### config.mk
export PLATFORM = sky130hd
export DESIGN_NAME = disp_syncgen
export DESIGN_NICKNAME = d
export VERILOG_FILES = /design/src/rtl/disp_syncgen_pkg.sv /design/src/rtl/disp_sync2.sv /design/src/rtl/disp_syncgen.sv
export SDC_FILE = /design/constraint.sdc
export NUM_CORES = 1
export LEC_CHECK = 0
export BUFFER_PORTS_ARGS = -buffer_cell sky130_fd_sc_hd__buf_2
export CORE_AREA = 2 2 64 66
export DETAILED_ROUTE_END_ITERATION = 10
export DIE_AREA = 0 0 66 68
export HOLD_SLACK_MARGIN = 0.03
export PLACE_DENSITY_LB_ADDON = 0.25
export SYNTH_ARGS = -nofsm -noshare
export SYNTH_HDL_FRONTEND = slang
export SYNTH_SLANG_ARGS = --single-unit
export TNS_END_PERCENT = 5
### constraint.sdc
create_clock -name PCK -period 1.9 [get_ports PCK]
set_input_delay 0.475 -clock PCK [delete_from_list [all_inputs] [get_ports PCK]]
set_output_delay 0.475 -clock PCK [all_outputs]
set_load 0.01 [all_outputs]
### src/rtl/disp_syncgen_pkg.sv
// Shared XGA raster timing constants, counter widths and sync helpers
// used by the display timing path.
package disp_syncgen_pkg;

  // Counter widths shared with the display output stage
  localparam int H_W = 11;
  localparam int V_W = 10;

  // XGA 1024x768 @ 60 Hz timing; HCNT/VCNT 0 is the start of the front porch
  localparam int XGA_HPERIOD = 1344;
  localparam int XGA_HFRONT  = 24;
  localparam int XGA_HWIDTH  = 136;
  localparam int XGA_HBACK   = 160;
  localparam int XGA_VPERIOD = 806;
  localparam int XGA_VFRONT  = 3;
  localparam int XGA_VWIDTH  = 6;
  localparam int XGA_VBACK   = 29;

  // XGA syncs are active-low
  localparam bit XGA_SYNC_POL = 1'b0;

  // Map an "inside sync window" flag onto the physical pin level
  function automatic logic sync_level(input logic active, input logic pol);
    return active ? pol : ~pol;
  endfunction

endpackage

### src/rtl/disp_sync2.sv
// Two-flop level synchroniser into the pixel clock domain.
module disp_sync2 (
  input  logic i_clk,
  input  logic i_rst_n,
  input  logic i_d,
  output logic o_q
);

  logic r_meta;
  logic r_sync;

  // First flop may go metastable; second flop gives a clean level
  always_ff @(posedge i_clk or negedge i_rst_n) begin
    if (!i_rst_n) begin
      r_meta <= 1'b0;
      r_sync <= 1'b0;
    end else begin
      r_meta <= i_d;
      r_sync <= r_meta;
    end
  end

  assign o_q = r_sync;

endmodule

### src/rtl/disp_syncgen.sv
// Raster timing generator: free-running HCNT/VCNT, HS/VS decoded from the
// next counter state (zero skew to HCNT), frame-synchronised display enable,
// frame counter and vertical-blank interrupt.
module disp_syncgen
  import disp_syncgen_pkg::*;
#(
  parameter int HPERIOD  = XGA_HPERIOD,
  parameter int HFRONT   = XGA_HFRONT,
  parameter int HWIDTH   = XGA_HWIDTH,
  parameter int HBACK    = XGA_HBACK,
  parameter int VPERIOD  = XGA_VPERIOD,
  parameter int VFRONT   = XGA_VFRONT,
  parameter int VWIDTH   = XGA_VWIDTH,
  parameter int VBACK    = XGA_VBACK,
  parameter bit SYNC_POL = XGA_SYNC_POL
) (
  input  logic           PCK,
  input  logic           PRST,
  input  logic           DISPON,
  output logic [H_W-1:0] HCNT,
  output logic [V_W-1:0] VCNT,
  output logic           VGA_HS,
  output logic           VGA_VS,
  output logic           DISPON_F,
  output logic [7:0]     FRAMECNT,
  output logic           VBLANK_IRQ
);

  // Counters must fit their widths; HFRONT>=1 keeps HCNT=0 outside the
  // sync window so the reset level of VGA_HS matches the decode.
  if (HPERIOD > 2048 || VPERIOD > 1024 || HFRONT < 1 ||
      HFRONT + HWIDTH + HBACK >= HPERIOD ||
      VFRONT + VWIDTH + VBACK >= VPERIOD) begin : g_bad_timing
    $error("disp_syncgen: timing parameters out of range");
  end

  localparam logic [H_W-1:0] H_LAST    = H_W'(HPERIOD - 1);
  localparam logic [H_W-1:0] H_SYNC_LO = H_W'(HFRONT);
  localparam logic [H_W-1:0] H_SYNC_HI = H_W'(HFRONT + HWIDTH - 1);
  localparam logic [V_W-1:0] V_LAST    = V_W'(VPERIOD - 1);
  localparam logic [V_W-1:0] V_SYNC_LO = V_W'(VFRONT);
  localparam logic [V_W-1:0] V_SYNC_HI = V_W'(VFRONT + VWIDTH - 1);

  logic [H_W-1:0] r_hcnt;
  logic [V_W-1:0] r_vcnt;
  logic           r_hs;
  logic           r_vs;
  logic           r_dispon_f;
  logic [7:0]     r_framecnt;
  logic           r_irq;

  logic [H_W-1:0] w_hcnt_nxt;
  logic [V_W-1:0] w_vcnt_nxt;
  logic           w_hwrap;
  logic           w_fw;
  logic           w_hs_act;
  logic           w_vs_act;
  logic           w_dsync;

  // Request level crosses into PCK before it is frame-gated
  disp_sync2 u_dispon_sync (
    .i_clk   (PCK),
    .i_rst_n (PRST),
    .i_d     (DISPON),
    .o_q     (w_dsync)
  );

  // Next-state counters; syncs are decoded from these so they line up with HCNT/VCNT
  always_comb begin
    w_hwrap    = (r_hcnt == H_LAST);
    w_fw       = w_hwrap && (r_vcnt == V_LAST);
    w_hcnt_nxt = w_hwrap ? '0 : r_hcnt + H_W'(1);
    w_vcnt_nxt = r_vcnt;
    if (w_hwrap) begin
      w_vcnt_nxt = w_fw ? '0 : r_vcnt + V_W'(1);
    end
    w_hs_act = (w_hcnt_nxt >= H_SYNC_LO) && (w_hcnt_nxt <= H_SYNC_HI);
    w_vs_act = (w_vcnt_nxt >= V_SYNC_LO) && (w_vcnt_nxt <= V_SYNC_HI);
  end

  // Raster counters and sync outputs
  always_ff @(posedge PCK or negedge PRST) begin
    if (!PRST) begin
      r_hcnt <= '0;
      r_vcnt <= '0;
      r_hs   <= ~SYNC_POL;
      r_vs   <= ~SYNC_POL;
    end else begin
      r_hcnt <= w_hcnt_nxt;
      r_vcnt <= w_vcnt_nxt;
      r_hs   <= sync_level(w_hs_act, SYNC_POL);
      r_vs   <= sync_level(w_vs_act, SYNC_POL);
    end
  end

  // Frame-boundary state: enable only changes on whole frames, IRQ marks frame start
  always_ff @(posedge PCK or negedge PRST) begin
    if (!PRST) begin
      r_dispon_f <= 1'b0;
      r_framecnt <= '0;
      r_irq      <= 1'b0;
    end else begin
      r_irq <= w_fw;
      if (w_fw) begin
        r_dispon_f <= w_dsync;
        r_framecnt <= r_framecnt + 8'd1;
      end
    end
  end

  assign HCNT       = r_hcnt;
  assign VCNT       = r_vcnt;
  assign VGA_HS     = r_hs;
  assign VGA_VS     = r_vs;
  assign DISPON_F   = r_dispon_f;
  assign FRAMECNT   = r_framecnt;
  assign VBLANK_IRQ = r_irq;

endmodule

# After elaboration in Yosys (flattened, before gate mapping)
# Cells that the tools add are included.
# Widths: inputs -> output; s select.
[totals] ff_bits=35 output_inout_bits=33 elab_cells=26
[op_classes] n_addsub=3 order_cmp=4 eq_ne=2 muxes=5 n_reduce_logical=3
[ops] operator="$mux 10" count=2
[ops] operator="$add 11x1->11 const B" count=1
[ops] operator="$eq 11x11->1 const B" count=1
[ops] operator="$ge 11x5->1 const B" count=1
[ops] operator="$le 11x8->1 const B" count=1
[ops] operator="$mux 11" count=1
[ops] operator="$add 10x1->10 const B" count=1
[ops] operator="$eq 10x10->1 const B" count=1
[ops] operator="$ge 10x2->1 const B" count=1
[ops] operator="$le 10x4->1 const B" count=1
[ops] operator="$add 8x1->8 const B" count=1
[ops] operator="$logic_and 1x1->1" count=3
[ops] operator="$mux 1" count=2

# Depth between registers and ports, before layout
# Gate-level depths: netlist (run 1).
[logic_depth] depth_word=7 ltp_mapped=9 depth_no_buf=8

# By module
# Synthesis (run 1) repeated with hierarchy kept, for this count alone.
[hier_totals] cells_unflattened=158 area_unflattened_um2=1756.7
[modules_own_cells] module="disp_syncgen" instances=1 cells_each=156 area_each_um2=1706.6 seq_area_each_um2=828.3
[modules_own_cells] module="disp_sync2" instances=1 cells_each=2 area_each_um2=50.0 seq_area_each_um2=50.0

# Worst setup path after synthesis (run 1)
# OpenSTA, ideal clock, no wires.
[synth_path] path_type="reg-to-reg" start="register r_hcnt[6] (netlist: HCNT[6])" end="register r_vs (netlist: VGA_VS)" arrival_ps=1977 required_ps=1810 setup_slack_ps=-167 path_stages_with_launch=7 path_cell_list="dfrtp_1 -> or4b_4 -> o41a_1 -> a41oi_2 -> and4_1 -> mux2i_1 -> nand4bb_1"
[synth_between] elab_chain_len=7
[synth_lines] element="start, declared" line_no="disp_syncgen.sv:44" source="logic [H_W-1:0] r_hcnt;"
[synth_lines] element="start signal, assigned" line_no="disp_syncgen.sv:89" source="r_hcnt <= w_hcnt_nxt;"
[synth_lines] element="$eq 11x11->1 *" line_no="disp_syncgen.sv:70" source="w_hwrap = (r_hcnt == H_LAST);"
[synth_lines] element="$logic_and 1x1->1" line_no="disp_syncgen.sv:71" source="w_fw = w_hwrap && (r_vcnt == V_LAST);"
[synth_lines] element="$mux 10" line_no="disp_syncgen.sv:75" source="w_vcnt_nxt = w_fw ? '0 : r_vcnt + V_W'(1);"
[synth_lines] element="$mux 10 *" line_no="disp_syncgen.sv:74" source="if (w_hwrap) begin"
[synth_lines] element="$ge 10x2->1 or $le 10x4->1 (tied branches)" line_no="disp_syncgen.sv:78" source="w_vs_act = (w_vcnt_nxt >= V_SYNC_LO) && (w_vcnt_nxt <= V_SYNC_HI);"
[synth_lines] element="$logic_and 1x1->1 *" line_no="disp_syncgen.sv:78"
[synth_lines] element="$mux 1 *" line_no="disp_syncgen_pkg.sv:24" source="return active ? pol : ~pol;"
[synth_lines] element="end signal, assigned" line_no="disp_syncgen.sv:87" source="r_vs <= ~SYNC_POL;"
[synth_lines] element="end signal, assigned" line_no="disp_syncgen.sv:92" source="r_vs <= sync_level(w_vs_act, SYNC_POL);"
[synth_lines] element="end, declared" line_no="disp_syncgen.sv:47" source="logic r_vs;"
# Every way passes the cells marked *; elsewhere a longest branch is shown, timed or not.
# A chain may end at the register's enable or synchronous reset.

# Worst setup path after layout (run 1)
[layout_path] start="register r_hcnt[7] (netlist: HCNT[7])" end="register r_vs (netlist: VGA_VS)"
# The elaborated chain is that of the path after synthesis.

==> results.json, run 1 <==
{
  "fin_crit_sh_pct": 111,
  "worst-path-max-fanout": 3,
  "wl_per_cell_um": 14.3,
  "grt_pass1_vias": 1557,
  "synthFlopType": "dfrtp_1",
  "clk_pin_slew_ps": 80,
  "h-tree-depth": 2,
  "fill_cells": 323,
  "power_density_mw_per_mm2": 585,
  "grt_max_degree": 14,
  "ios": 36,
  "synth-edff-count": 0,
  "num_rows": 23,
  "cp-end-kind": "flip-flop",
  "core_area_mm2": 0.00386,
  "cts_sinks": 35,
  "cp.required_ps": 2100,
  "syn_nets": 170,
  "synth_cells": 162,
  "ys_warn_count": 0,
  "status": "finished with violations",
  "grt_first_pass_wirelength_um": 6930,
  "async_reset_ff_share_pct": 100,
  "drtIter0Drc": 79,
  "critPathKind": "flip-flop to flip-flop",
  "drcViolationCount": 0,
  "drt-pass1-iter-count": 4,
  "relSlewSlack_pct": 76.2,
  "numCtsBuffers": 5,
  "min_period_ps": 2100,
  "synth.distinct_cells": 46,
  "grt-ovfl-total": 0,
  "syn-cell-area_mm2": 0.00177,
  "hold_violations": 0,
  "vias": 1589,
  "synth-seq-cells": 35,
  "vias_per_cell": 5.33,
  "power.leakage_nw": 1.30,
  "ys_seq_area_share_pct": 49.7,
  "grt_setup_unrepaired": "true",
  "failed_checks": "negative setup slack",
  "hold_path.class": "input port to async pin",
  "syn2layout_area_growth_pct": 40.9,
  "placed_cells": 288,
  "gp_congestion": 0.905,
  "setup_viol": 2,
  "drtAntennaViolNets": 0,
  "fin_cells": 298,
  "root_buffer": "clkbuf_8",
  "drv_cap": 0,
  "cts_hold_buf": 0,
  "ff_latch_area_um2": 881,
  "setup-tns-final_ps": -311,
  "dieArea_mm2": 0.00449,
  "setup_slack_ps": -200,
  "die_x_um": 66,
  "antenna_cells": 0,
  "report.final.slew_viol_count": 0,
  "multi_input_area_um2": 887,
  "worstMarginPinSlew_ps": 352,
  "arrival_ps": 2300,
  "antenna_found_initial": 0,
  "finClkSkew_ps": 11.4,
  "fmax_mhz": 476,
  "syn_area_per_cell_um2": 10.9,
  "tritoncts": "yes",
  "num-nets-final": 255,
  "grt_use_total_pct": 20.7,
  "cts_max_path_buffers": 2,
  "port_buffers": 35,
  "start_kind": "flip-flop",
  "start_util_pct": 45.8,
  "wl_um": 4250,
  "hpwl_um": 3160,
  "die_y_um": 68,
  "clock_latency_ps": 290,
  "drive_above_1_share_pct": 43.1,
  "peakVddDrop_uv": 551
}
-- logic make-up after synthesis --
logic type	count (synthesis)	share of synthesized area, %
AO/OA/AOI/OAI	24	10.3
XOR/XNOR	17	8.42
adder cells (fa/ha/maj)	5	3.54
buffers and inverters	10	2.34
flip-flops	35	49.7
multiplexers	4	2.48
AND/OR/NAND/NOR	67	23.3
-- placed cells by master, fill, tap and decap left out, types with 3 or more instances in the layout --
cell and instances:
buf_4 43, buf_2 35, dfrtp_1 31, nand2_1 13, nor2_1 12, nand4_1 9, inv_1 8, xor2_1 8
xnor2_1 8, clkbuf_8 6, nand3_1 5, ha_1 5, and3_1 4, nor3_1 4, o21ai_0 3, a21oi_1 3
a31oi_1 3
-- stage by stage --
stage	total power, W	cell area [µm²]	utilization, %	setup WS, ps	hold slack [ps]
6_report	0.00146	2490	64.6	-200	39.5
2_1_floorplan	0.000762	1770	-	-137	179
3_3_place_gp	0.000781	2320	60.1	-147	333
5_1_grt	0.00151	2490	64.6	-321	59.3
4_1_cts	0.00147	2450	63.5	-206	40.7
3_5_place_dp	0.000782	2320	60.1	-200	335
-- repair_timing --
action                                 CTS  global route
gates cloned                             0             0
resized for setup                        1             9
endpoints found under the hold margin    0             0
pin swaps                                1             5
buffers inserted                         1             1
setup endpoints to repair                6            13
-- Yosys cell counts (3+ instances only) --
cell	instances	area share, %
nor2_1	14	3.0
inv_1	8	1.7
nand4_1	9	3.2
xor2_1	8	4.0
nor3_1	5	1.4
xnor2_1	9	4.5
dfrtp_1	33	47
nand3_1	5	1.4
ha_1	5	3.5
a21oi_1	3	0.85
a31oi_1	3	1.1
and3_1	4	1.4
nand2_1	13	2.8
o21ai_0	4	1.1
-- flip-flops by register name, indices dropped and copies added (netlist names) --
name                  flops
DISPON_F                  1
FRAMECNT                  8
HCNT                     11
VBLANK_IRQ                1
VCNT                     10
VGA_HS                    1
VGA_VS                    1
u_dispon_sync.o_q         1
u_dispon_sync.r_meta      1
-- worst max-delay path, cell delays in order (launching register included) --
cell and delay [ps]:
dfrtp_2 430, or4b_4 570, o41a_1 340, a41oi_2 210, and4_1 210, mux2i_1 60, nand4bb_1 190
-- power by group --
| part | total, W | internal [W] | leakage (nW) | switching [W] |
|---|---|---|---|---|
| sequential | 0.000747 | 0.000747 | 0.460 | 0.000000383 |
| combinational | 0.0000188 | 0.00000417 | 0.777 | 0.0000147 |
| clock | 0.000690 | 0.000424 | 0.0612 | 0.000266 |
| total | 0.00146 | 0.00118 | 1.30 | 0.000281 |
-- path summary, 6_finish.rpt --
| kind | start | to | slack, ps | cells past startpoint |
|---|---|---|---|---|
| max | HCNT[7] | VGA_VS | -200 | 6 |
| max in group asynchronous | PRST | VGA_HS | 1320 | 2 |
| max reg2reg | HCNT[7] | VGA_VS | -200 | 6 |
| min reg2reg | u_dispon_sync.r_meta | u_dispon_sync.o_q | 350 | 0 |
| min in group PCK | DISPON | u_dispon_sync.r_meta | 290 | 1 |
| min | PRST | FRAMECNT[6] | 40 | 1 |
-- per-layer routing --
| layer | track usage, % | part of all wire [%] | vias to the layer above | wire length (µm) |
|---|---|---|---|---|
| met5 | 0 | 0 | - | 0 |
| met4 | 9.44 | 1.8 | 0 | 77 |
| met3 | 4.93 | 5.8 | 6 | 246 |
| met2 | 36.6 | 51 | 52 | 2150 |
| met1 | 23.8 | 42 | 771 | 1770 |
| li1 | - | - | 760 | - |
-- final cells by class --
class | count | share of cell area (%)
inverters | 9 | 1.36
clock inverters | 2 | 1.41
clock buffers | 6 | 3.31
well taps | 50 | 2.51
flip-flops and latches | 35 | 35.4
multi-input cells | 117 | 35.6
repair buffers | 79 | 20.4
Power figures use the tool's default switching activity.
==> run 2, diff against run 1 <==
==> constraint.sdc (replaced) <==
create_clock -name PCK -period 1.9 [get_ports PCK]
set_input_delay 0.095 -clock PCK [delete_from_list [all_inputs] [get_ports PCK]]
set_output_delay 0.095 -clock PCK [all_outputs]
set_load 0.01 [all_outputs]
==> results.json, run 2 (synthesis results as in run 1) <==
{
  "grt_use_total_pct": 20.8,
  "grt_first_pass_wirelength_um": 7020,
  "setup_slack_ps": -200,
  "hpwl_um": 3280,
  "fin_area_mm2": 0.00252,
  "drtIter0Drc": 76,
  "tritoncts": "yes",
  "antenna_found_initial": 0,
  "start_util_pct": 45.8,
  "num_rows": 23,
  "placed_cells": 286,
  "clock_latency_ps": 290,
  "grt_setup_unrepaired": "true",
  "hold_path.class": "flip-flop to flip-flop",
  "power_density_mw_per_mm2": 616,
  "min_period_ps": 2100,
  "port_buffers": 35,
  "vias": 1594,
  "r2r_setup_slack_ps": -200,
  "core_area_mm2": 0.00386,
  "critPathKind": "flip-flop to flip-flop",
  "wl_per_cell_um": 14.6,
  "largest_reg_flops": 11,
  "peakVddDrop_uv": 538,
  "hold_path_end": "u_dispon_sync.o_q",
  "gp_congestion": 0.898,
  "setup-tns-final_ps": -410,
  "ios": 36,
  "root_buffer": "clkbuf_8",
  "drtAntennaViolNets": 0,
  "report.final.slew_viol_count": 0,
  "antenna_cells": 0,
  "vias_per_cell": 5.35,
  "start_kind": "flip-flop",
  "min_from": "u_dispon_sync.r_meta",
  "drt-pass1-iter-count": 5,
  "power.leakage_nw": 1.29,
  "die_x_um": 66,
  "r2r_cells": 6,
  "wl_um": 4350,
  "worst-path-max-fanout": 4,
  "final_common_cell": "buf_4",
  "syn2layout_area_growth_pct": 42.5,
  "cts_max_path_buffers": 2,
  "hold-worst-slack_ps": 350,
  "num-nets-final": 255,
  "dieArea_mm2": 0.00449,
  "grt_max_degree": 36,
  "h-tree-depth": 2,
  "finClkSkew_ps": 9.94,
  "drv_cap": 0,
  "drcViolationCount": 0,
  "die_y_um": 68,
  "arrival_ps": 2300,
  "grt_pass1_vias": 1605,
  "numCtsBuffers": 5,
  "r2r-end": "VGA_VS",
  "fmax_mhz": 476,
  "fin_crit_sh_pct": 111,
  "failed_checks": "negative setup slack",
  "layout_common_cells": "buf_4, buf_2, dfrtp_1",
  "cts_sinks": 35,
  "relSlewSlack_pct": 49.1,
  "worstHoldPathCells": 0,
  "timing.rr.start": "HCNT[6]",
  "setup_viol": 6,
  "hold_violations": 0,
  "drive_above_1_share_pct": 42.7,
  "cp-end-kind": "flip-flop",
  "worstMarginPinSlew_ps": 763,
  "post_dp_cell_area_mm2": 0.00230,
  "fin_cells": 298,
  "clk_pin_slew_ps": 70,
  "status": "finished with violations",
  "cp.required_ps": 2100,
  "grt-ovfl-total": 0
}
==> run 2: changes by cell type in the layout (fill, tap and decap cells not counted), moves of 2 or more <==
cell,before,now
buf_4,43,39
buf_6,1,3
dlygate4sd3_1,0,2
mux2_1,2,0
mux2_4,0,2
==> run 2: how the worst max path moves through the flow <==
stage,start,to,slack (ps),cells after the start
after CTS,HCNT[6],VGA_VS,-210,6
after floorplan,HCNT[6],VGA_VS,-140,6
after detailed placement,HCNT[6],VGA_VS,-200,6
after global routing,VCNT[7],VGA_VS,-280,6
final,HCNT[6],VGA_VS,-200,6
after global placement,HCNT[6],VGA_VS,-150,6
==> run 2: layout make-up <==
cell class,instances,area [µm²]
Fill cell,309,1340
Multi-Input combinational cell,117,888
Sequential cell,35,881
Timing Repair Buffer,79,522
Clock buffer,6,72.6
Tap cell,50,62.6
Clock inverter,2,60.1
Inverter,9,33.8
==> run 2: where the power goes <==
group / internal [W] / leakage, nW / total (W) / switching, W
Combinational: 0.00000413 / 0.768 / 0.0000184 / 0.0000143
Sequential: 0.000747 / 0.460 / 0.000748 / 0.000000440
Clock: 0.000524 / 0.0654 / 0.000786 / 0.000262
==> run 2: what timing repair did <==
action                     in CTS  in global routing
setup endpoints to repair       3                 15
hold endpoints to repair       34                  0
hold buffers                    2                  0
pin swaps                       3                  8
gates cloned                    0                  0
setup buffers                   1                  1
resized for setup               2                 13
==> run 2: metrics by stage <==
stage               power (W)  setup slack [ps]  util (%)
floorplan            0.000762              -137         -
global placement     0.000777              -147      59.7
detailed placement   0.000778              -200      59.7
CTS                   0.00157              -206      63.9
global route          0.00160              -280      65.3
finish                0.00155              -200      65.3
==> run 2: worst max-delay path, stage by stage, from the launching register on <==
cell and delay (ps):
dfrtp_2 440, or4b_4 580, o41a_1 350, a41oi_2 200, and4_1 200, mux2i_1 60
nand4bb_1 190
==> run 2: per-layer routing <==
metal	global-route usage, %	vias to the layer above	wire (µm)	share of wire, %
met5	0	-	0	0
met4	8.42	0	83	1.9
met3	5.92	13	192	4.4
met2	37.1	42	2200	51
met1	23.7	775	1880	43
li1	-	764	-	-
==> run 3, diff against run 2 <==
CORE_AREA = 2 2 57 70   (was 2 2 64 66)
CTS_BUF_LIST = sky130_fd_sc_hd__clkbuf_4 sky130_fd_sc_hd__clkbuf_8   (was unset)
DIE_AREA = 0 0 59 72   (was 0 0 66 68)
==> results.json, run 3 (synthesis results as in run 1) <==
{
  "status": "finished with violations",
  "failed_checks": "negative setup slack",
  "post_dp_cell_area_mm2": 0.00226,
  "grt_pass1_vias": 1603,
  "grt_setup_unrepaired": "true",
  "wl_um": 4120,
  "relSlewSlack_pct": 51.0,
  "ff_latch_area_um2": 881,
  "netSwitchingFraction_pct": 19.6,
  "grt_use_total_pct": 21.7,
  "fin_area_mm2": 0.00241,
  "setup_slack_ps": -219,
  "worstMarginPinSlew_ps": 735,
  "final_common_cell": "buf_4",
  "start_kind": "flip-flop",
  "min_period_ps": 2120,
  "num_rows": 24,
  "fin_crit_sh_pct": 112,
  "tritoncts": "yes",
  "setup-tns-final_ps": -360,
  "layout_common_cells": "buf_4, buf_2, dfrtp_1",
  "p_switching_w": 0.000253,
  "ios": 36,
  "grt_first_pass_wirelength_um": 7100,
  "syn2layout_area_growth_pct": 36.3,
  "h-tree-depth": 2,
  "fmax_mhz": 472,
  "core_area_mm2": 0.00354,
  "root_buffer": "clkbuf_8",
  "grt_max_degree": 36,
  "numCtsBuffers": 5,
  "setup_viol": 3,
  "drv_cap": 0,
  "antenna_cells": 0,
  "die_y_um": 72,
  "drt-pass1-iter-count": 4,
  "drtAntennaViolNets": 0,
  "vias_per_cell": 5.65,
  "power.leakage_nw": 1.27,
  "multi_input_area_um2": 875,
  "cts_max_path_buffers": 2,
  "clk_pin_slew_ps": 60,
  "drive_above_1_share_pct": 40.7,
  "dieArea_mm2": 0.00425,
  "cts_sinks": 35,
  "hpwl_um": 3180,
  "wl_per_cell_um": 14.6,
  "hold_path.class": "flip-flop to flip-flop",
  "vias": 1594,
  "p_seq_share_pct": 58.1,
  "drtIter0Drc": 64,
  "clock_power_share_pct": 40.6,
  "clock_latency_ps": 280,
  "internal_power_w": 0.00104,
  "peakVddDrop_uv": 401,
  "largest_reg_flops": 11,
  "arrival_ps": 2310,
  "comb_power_share_pct": 1.4,
  "critPathKind": "flip-flop to flip-flop",
  "pre_cts_slack_ps": -206,
  "grt-ovfl-total": 0,
  "start_util_pct": 49.9,
  "port_buffers": 35,
  "fill_cells": 288,
  "report.final.slew_viol_count": 0,
  "finClkSkew_ps": 3.13,
  "drcViolationCount": 0,
  "num-nets-final": 251,
  "power_density_mw_per_mm2": 535,
  "die_x_um": 59,
  "antenna_found_initial": 0,
  "hold_violations": 0,
  "cp.required_ps": 2090,
  "gp_congestion": 0.881,
  "cp-end-kind": "flip-flop",
  "worst-path-max-fanout": 3
}
## run 3: cell types whose count changed in the layout (fill, tap and decap cells not counted), sizes merged
| cell | previous run | this run |
|---|---|---|
| buf | 77 | 73 |
| bufinv | 2 | 0 |
| clkinv | 0 | 1 |
## run 3: area by class of cell
class	instances	share of cell area, %
sequential	35	36.6
timing repair buffer	75	20.1
multi-input combinational	117	36.3
clock inverter	1	0.208
clock buffer	6	3.43
tap	39	2.02
inverter	9	1.40
## run 3: critical path, stage by stage (launching register included)
cell       delay (ps)
dfrtp_2           430
or4b_4            580
o41a_1            340
a41oi_2           210
and4_1            220
mux2i_1            70
nand4bb_1         180
## run 3: routing by layer
metal	track usage, %	share of wire (%)	wire, µm
met3	5.17	5.3	220
met4	6.82	2.1	87
met5	0	0	0
met1	25.6	38	1580
met2	38.3	54	2240
## run 3: through the flow
stage / hold slack (ps) / utilization, % / power [W] / std cells
finish: 353 / 68.0 / 0.00129 / 282
global route: 360 / 68.0 / 0.00134 / 282
CTS: 359 / 67.0 / 0.00130 / 281
detailed placement: 201 / 63.7 / 0.000778 / 271
global placement: 193 / 63.7 / 0.000777 / 271
floorplan: -201 / - / 0.000762 / 162
## run 3: final timing paths
| kind | start | end | slack [ps] | cells after the start |
|---|---|---|---|---|
| setup / recovery | HCNT[6] | VGA_VS | -220 | 6 |
| hold / removal | u_dispon_sync.r_meta | u_dispon_sync.o_q | 350 | 0 |
| setup reg to reg | HCNT[6] | VGA_VS | -220 | 6 |
| min in group asynchronous | PRST | VCNT[5] | 410 | 2 |
| hold reg to reg | u_dispon_sync.r_meta | u_dispon_sync.o_q | 350 | 0 |
| max in group asynchronous | PRST | HCNT[7] | 970 | 2 |
## run 3: what timing repair did
action | 4_1_cts | 5_1_grt
endpoints found under the setup margin | 3 | 10
hold buffers | 2 | 0
pin swaps | 2 | 3
hold endpoints to repair | 34 | 0
cloned | 0 | 0
buffers inserted | 1 | 1
gates resized for setup | 2 | 7
## run 3: power groups by stage
stage               clock (W)  combinational (W)  sequential, W
finish               0.000523          0.0000179       0.000748
CTS                  0.000534          0.0000192       0.000748
global placement            0          0.0000157       0.000762
floorplan                   0       0.0000000188       0.000762
detailed placement          0          0.0000162       0.000762
global route         0.000569          0.0000217       0.000747
